===== src/rtl/uart_tx_buffered_if.sv =====
// Write-side bundle of the buffered UART transmitter.
//   wr_en/wr_data : byte enqueue strobe and data (master -> slave)
//   full/count    : FIFO status (slave -> master)
//   busy/overflow : line activity and sticky dropped-write flag (slave -> master)
interface uart_tx_buffered_if #(
  parameter int FIFO_WIDTH = 4
);
  logic                  wr_en;
  logic [7:0]            wr_data;
  logic                  full;
  logic [FIFO_WIDTH:0]   count;
  logic                  busy;
  logic                  overflow;

  modport master (output wr_en, wr_data, input full, count, busy, overflow);
  modport slave  (input wr_en, wr_data, output full, count, busy, overflow);
endinterface


===== src/rtl/uart_tx_buffered.sv =====
// Byte-oriented 8N1 UART transmitter with a write FIFO in front.
//   CLK     : system clock, rising edge
//   reset   : synchronous, active-high
//   wr      : write bus (wr_en, wr_data in; full, count, busy, overflow out)
//   UART_TX : registered serial line, idle high, LSB first
module uart_tx_buffered #(
  parameter int CLK_PER_BIT = 868,
  parameter int FIFO_WIDTH  = 4
) (
  input  logic             CLK,
  input  logic             reset,
  uart_tx_buffered_if.slave wr,
  output logic             UART_TX
);
  localparam int DEPTH = 1 << FIFO_WIDTH;
  localparam int BW    = (CLK_PER_BIT > 1) ? $clog2(CLK_PER_BIT) : 1;

  typedef enum logic [1:0] {IDLE, START, DATA, STOP} state_t;

  state_t              state, state_n;
  logic [BW-1:0]       baud, baud_n;
  logic [2:0]          bit_idx, bit_n;
  logic [7:0]          shift, shift_n;
  logic                tx_n;

  logic [7:0]          mem [DEPTH];
  logic [FIFO_WIDTH-1:0] wr_ptr, rd_ptr;
  logic [FIFO_WIDTH:0] cnt;
  logic                ovf;

  logic full, wr_ok, pop, have_data, baud_wrap;

  // full is judged on the pre-edge count, so a pop in the same cycle
  // does not rescue a write attempted while full.
  assign full      = cnt == (FIFO_WIDTH+1)'(DEPTH);
  assign wr_ok     = wr.wr_en && !full;
  assign have_data = cnt != '0;
  assign baud_wrap = baud == BW'(CLK_PER_BIT - 1);

  always_comb begin
    state_n = state;
    baud_n  = baud_wrap ? '0 : baud + BW'(1);
    bit_n   = bit_idx;
    shift_n = shift;
    tx_n    = UART_TX;
    pop     = 1'b0;
    unique case (state)
      IDLE: begin
        tx_n   = 1'b1;
        baud_n = '0;
        if (have_data) begin
          pop     = 1'b1;
          shift_n = mem[rd_ptr];
          state_n = START;
          tx_n    = 1'b0;
        end
      end
      START: if (baud_wrap) begin
        state_n = DATA;
        bit_n   = 3'd0;
        tx_n    = shift[0];
      end
      DATA: if (baud_wrap) begin
        if (bit_idx == 3'd7) begin
          state_n = STOP;
          tx_n    = 1'b1;
        end else begin
          bit_n   = bit_idx + 3'd1;
          shift_n = shift >> 1;
          tx_n    = shift[1];
        end
      end
      STOP: if (baud_wrap) begin
        // Chain straight into the next start bit when data is waiting,
        // keeping back-to-back frames gapless.
        if (have_data) begin
          pop     = 1'b1;
          shift_n = mem[rd_ptr];
          state_n = START;
          tx_n    = 1'b0;
        end else begin
          state_n = IDLE;
          tx_n    = 1'b1;
        end
      end
      default: state_n = IDLE;
    endcase
  end

  always_ff @(posedge CLK) begin
    if (reset) begin
      state   <= IDLE;
      baud    <= '0;
      bit_idx <= '0;
      shift   <= '0;
      UART_TX <= 1'b1;
      wr_ptr  <= '0;
      rd_ptr  <= '0;
      cnt     <= '0;
      ovf     <= 1'b0;
    end else begin
      state   <= state_n;
      baud    <= baud_n;
      bit_idx <= bit_n;
      shift   <= shift_n;
      UART_TX <= tx_n;
      if (wr_ok) wr_ptr <= wr_ptr + FIFO_WIDTH'(1);
      if (pop)   rd_ptr <= rd_ptr + FIFO_WIDTH'(1);
      case ({wr_ok, pop})
        2'b10:   cnt <= cnt + (FIFO_WIDTH+1)'(1);
        2'b01:   cnt <= cnt - (FIFO_WIDTH+1)'(1);
        default: cnt <= cnt;
      endcase
      if (wr.wr_en && full) ovf <= 1'b1;
    end
  end

  // Storage needs no reset; occupancy is tracked by cnt.
  always_ff @(posedge CLK) begin
    if (!reset && wr_ok) mem[wr_ptr] <= wr.wr_data;
  end

  assign wr.full     = full;
  assign wr.count    = cnt;
  assign wr.overflow = ovf;
  assign wr.busy     = (state != IDLE) || have_data;
endmodule


===== src/flat_wrapper.sv =====
// flat-port wrapper written by rule: the top's interface ports become plain ports
module uart_tx_buffered_flat 
#(
  parameter int CLK_PER_BIT = 868,
  parameter int FIFO_WIDTH  = 4
)
  (CLK, reset, UART_TX, wr_wr_en, wr_wr_data, wr_full, wr_count, wr_busy, wr_overflow);
  uart_tx_buffered_if #(.FIFO_WIDTH(FIFO_WIDTH)) wr_i ();
  input  logic CLK;
  input  logic reset;
  output logic UART_TX;
  input wire logic [$bits(wr_i.wr_en)-1:0] wr_wr_en;
  input wire logic [$bits(wr_i.wr_data)-1:0] wr_wr_data;
  output wire logic [$bits(wr_i.full)-1:0] wr_full;
  output wire logic [$bits(wr_i.count)-1:0] wr_count;
  output wire logic [$bits(wr_i.busy)-1:0] wr_busy;
  output wire logic [$bits(wr_i.overflow)-1:0] wr_overflow;
  assign wr_i.wr_en = wr_wr_en;
  assign wr_i.wr_data = wr_wr_data;
  assign wr_full = wr_i.full;
  assign wr_count = wr_i.count;
  assign wr_busy = wr_i.busy;
  assign wr_overflow = wr_i.overflow;
  uart_tx_buffered #(.CLK_PER_BIT(CLK_PER_BIT), .FIFO_WIDTH(FIFO_WIDTH)) u_core (.CLK(CLK), .reset(reset), .wr(wr_i), .UART_TX(UART_TX));
endmodule

===== config.mk =====
export PLATFORM = sky130hd
export DESIGN_NAME = uart_tx_buffered_flat
export DESIGN_NICKNAME = d
export VERILOG_FILES = /design/src/rtl/uart_tx_buffered_if.sv /design/src/rtl/uart_tx_buffered.sv /design/src/flat_wrapper.sv
export SDC_FILE = /design/constraint.sdc
export NUM_CORES = 1
export LEC_CHECK = 0
export CAP_MARGIN = 5
export CORE_ASPECT_RATIO = 0.7
export CORE_UTILIZATION = 55
export DETAILED_ROUTE_END_ITERATION = 8
export GPL_TIMING_DRIVEN = 1
export HOLD_SLACK_MARGIN = 0.06
export PLACE_DENSITY_LB_ADDON = 0.25
export SLEW_MARGIN = 25
export SYNTH_ARGS = -nofsm -noshare
export SYNTH_HDL_FRONTEND = slang
export SYNTH_SLANG_ARGS = --single-unit

===== constraint.sdc =====
create_clock -name CLK -period 3.6 [get_ports CLK]
set_input_delay 0.72 -clock CLK [delete_from_list [all_inputs] [get_ports CLK]]
set_output_delay 0.72 -clock CLK [all_outputs]
set_load 0.005 [all_outputs]

==> impl_metrics.ini, run 1 <==
[timing]
fin_crit_sh = 0.863
skew_ns = 0.0138
fin_ws_ns = 0.495
drv_slew = 0
setup_viol = 0
rsz0062_at_grt = no
fmax_mhz = 322
hold_violations = 0
slew_headroom = 0.489
fin_crit_ns = 3.11
tightest_slew_ns = 0.767
tns_ns = 0

[yosys]
synth_top_area_frac = 0.536
syn_area_sq_um = 7170
synthArstFlopShare = 0
synth_edf_count = 128
netlist_top_cells_area = edfxtp_1 54%, dfxtp_1 12%, mux4_1 4.8%, mux4_2 4.1%, ha_1 3.1%
seq_area_frac_synth = 0.653
ys_types = 55
synth_flop_cell = edfxtp_1
synth_nets = 510
synth-seq-cells = 170
syn_inst = 481
avgSynthCellArea_sq_um = 14.9
ys_warn_count = 0
yosysTopAreaCell = edfxtp_1

[clock_tree]
ctsHoldBuffers = 0
clk_latency_ns = 0.42
cts_max_path_buffers = 2
postCtsSetupBuffers = 0
clkSinkCount = 170
clk_root_buffer_cell = clkbuf_16
cts_buffers = 17
htreeDepth = 4
tritoncts = done
post_cts_resized = 0
clk_pin_slew_ns = 0.07

[global_routing]
antenna_found_initial = 0
grt_pass1_wl_mm = 22.3
gr-usage-all-layers = 0.224
grt-ovfl-total = 0
grt_max_degree = 25
grt_pass1_vias = 4103

[pwr]
powerDensity_nw_per_um2 = 659
ir_worst_vdd_mv = 0.331
p_leak_nw = 2.79

[drt]
routedWlPerCell_um = 20.1
drt_iter0_drc = 366
ant_nets = 0
wl_mm = 14.0
via_per_inst = 5.97
vias = 4155
drc_errors = 0
firstDrtPassIters = 5

[final_layout]
drive_gt1_frac = 0.148
fin_nets = 550
utilization = 0.654
num_antenna_cells = 0
layout_common_cells = 128 x edfxtp_1, 45 x nor2_1, 41 x dfxtp_1
final_common_cell = edfxtp_1
syn_to_final_growth_pct = 14.4

[setup_path]
crit_fanout = 5
path_cells = ha_1 > and4b_1 > a41oi_1 > nor3_2 > ha_1 > xor2_1 > ha_1 > a211o_1 > a31o_2 > a221oi_1 > xnor2_1 > nor2_1
crit_arrival_ns = 3.40
worst_r2r_startpoint = u_core.baud[0]$_SDFF_PP0_
worstSetupStartpoint = u_core.baud[0]$_SDFF_PP0_
endpoint_kind = flop
startpoint_type = flop
r2r_end = u_core.wr.count[4]$_SDFFE_PP0P_
crit_required_ns = 3.90
crit_type = flop to flop
ff2ff_setup_slack_ns = 0.49
critPathMostFrequentCell = ha_1
rr_worst_depth = 12
slowest_delay_ns = 0.38
crit_end = u_core.wr.count[4]$_SDFFE_PP0P_
slowest_stage = dfxtp_1

[die]
die_w_um = 139
core_sq_um = 12500
num_io_pins = 20
fp-row-count = 34
die_y_um = 97.6
start_util = 0.572
dieArea_sq_um = 13500

[run_status]
outcome = finished clean

[place]
place_ws_ns = 0.266
hpwl_mm = 9.17
io_buffers = 19
globalplace.congestion = 0.852

[run]
drv_cap = 0

[worst_hold_path]
hold_path_class = flop to flop
[power breakdown]
| group | internal (mW) | switching [mW] | leakage [nW] | total [mW] |
|---|---|---|---|---|
| sequential | 2.22 | 0.125 | 1.50 | 2.35 |
| combinational | 0.618 | 0.686 | 1.01 | 1.30 |
| clock | 1.02 | 0.744 | 0.282 | 1.76 |
[per-stage QoR]
stage | power [mW] | hold slack [ns] | area [sq um] | std cells
after floorplan | 3.31 | 0.430 | 7170 | 481
after detailed placement | 3.68 | 0.455 | 7620 | 664
after CTS | 5.43 | 0.484 | 8210 | 696
final | 5.41 | 0.476 | 8210 | 696
after global routing | 5.67 | 0.494 | 8210 | 696
after global placement | 3.63 | 0.446 | 7620 | 664
[registers in the layout, summed over array words and instances (netlist names), named ones only]
name,flops
u_core.bit_idx,3
u_core.baud,10
u_core.state,2
u_core.wr.overflow,1
u_core.mem,128
u_core.shift,8
u_core.UART_TX,1
u_core.wr.count,5
u_core.wr_ptr,4
u_core.rd_ptr,4
[worst min-delay path by stage]
stage	startpoint	end	slack, ns	cells after the start
6_report	u_core.baud[0]$_SDFF_PP0_	u_core.baud[0]$_SDFF_PP0_	0.48	1
5_1_grt	u_core.baud[0]$_SDFF_PP0_	u_core.baud[0]$_SDFF_PP0_	0.49	1
4_1_cts	u_core.shift[6]$_SDFFE_PP0P_	u_core.shift[5]$_SDFFE_PP0P_	0.48	2
3_5_place_dp	u_core.wr.overflow$_SDFFE_PP0P_	u_core.wr.overflow$_SDFFE_PP0P_	0.46	2
3_3_place_gp	u_core.baud[0]$_SDFF_PP0_	u_core.baud[0]$_SDFF_PP0_	0.45	1
2_1_floorplan	u_core.baud[0]$_SDFF_PP0_	u_core.baud[0]$_SDFF_PP0_	0.43	1
[area by class of cell]
type / instances / area (sq um)
repair buffers: 44 / 378
clock buffers: 23 / 510
multi-input cells: 278 / 2320
flip-flops and latches: 170 / 4690
well taps: 162 / 203
inverters: 10 / 37.5
fillers: 870 / 4340
clock inverters: 9 / 76.3
[worst max-delay path: cells and delay by family (launching register included)]
| family | cells | cell delay, ns |
|---|---|---|
| AO/OA/AOI/OAI | 4 | 1.08 |
| adder cells (fa/ha/maj) | 3 | 0.67 |
| AND/OR/NAND/NOR | 3 | 0.62 |
| flip-flops | 1 | 0.38 |
| XOR/XNOR | 2 | 0.23 |
[kinds of logic after synthesis]
logic type | count (synthesis) | share of synthesized area
flip-flops | 170 | 0.653
AO/OA/AOI/OAI | 65 | 0.0659
buffers and inverters | 33 | 0.0237
adder cells (fa/ha/maj) | 18 | 0.0314
XOR/XNOR | 17 | 0.0208
AND/OR/NAND/NOR | 133 | 0.0902
multiplexers | 45 | 0.115
[layer usage]
layer  up-vias  GRT usage  part of all wire
li1       1924          -                 -
met1      2095      0.323              0.47
met2       130      0.346              0.46
met3         6     0.0577             0.067
met4         0     0.0467            0.0052
met5         -          0                 0
[synth_stat cells (2+ instances only)]
library cell,instances
o221ai_1,2
nand3_1,12
mux2i_1,18
o21a_1,4
a21oi_1,6
dfxtp_1,42
nand4_1,3
a31oi_1,8
mux4_1,13
nand2b_1,4
nand3b_1,2
o31ai_1,2
buf_4,4
o211ai_1,8
xor2_1,9
ha_1,18
xnor2_1,8
and2_1,5
buf_2,6
nor2b_1,10
nor3_1,8
clkbuf_1,10
edfxtp_1,128
or3b_2,2
mux4_2,13
nand2_1,30
a211o_1,8
o21ai_0,9
nor2_1,45
a211oi_1,7
and3_1,3
inv_1,10
a221oi_1,2
(Power assumes the default switching activity.)
==> run 2, diff against run 1 <==
CAP_MARGIN = not set   (was 5)
==> results of run 2 <==
The final DEF is identical to that of run 1; final timing and power are the same.
==> run 3, diff against run 2 <==
==> constraint.sdc (replaced) <==
create_clock -name CLK -period 3.6 [get_ports CLK]
set_input_delay 0.72 -clock CLK [delete_from_list [all_inputs] [get_ports CLK]]
set_output_delay 0.72 -clock CLK [all_outputs]
set_load 0.01 [all_outputs]
==> results of run 3 <==
Same layout as run 1 (identical final DEF). Status: finished clean.
Among the figures that moved: total power 5.41 mW -> 5.43 mW
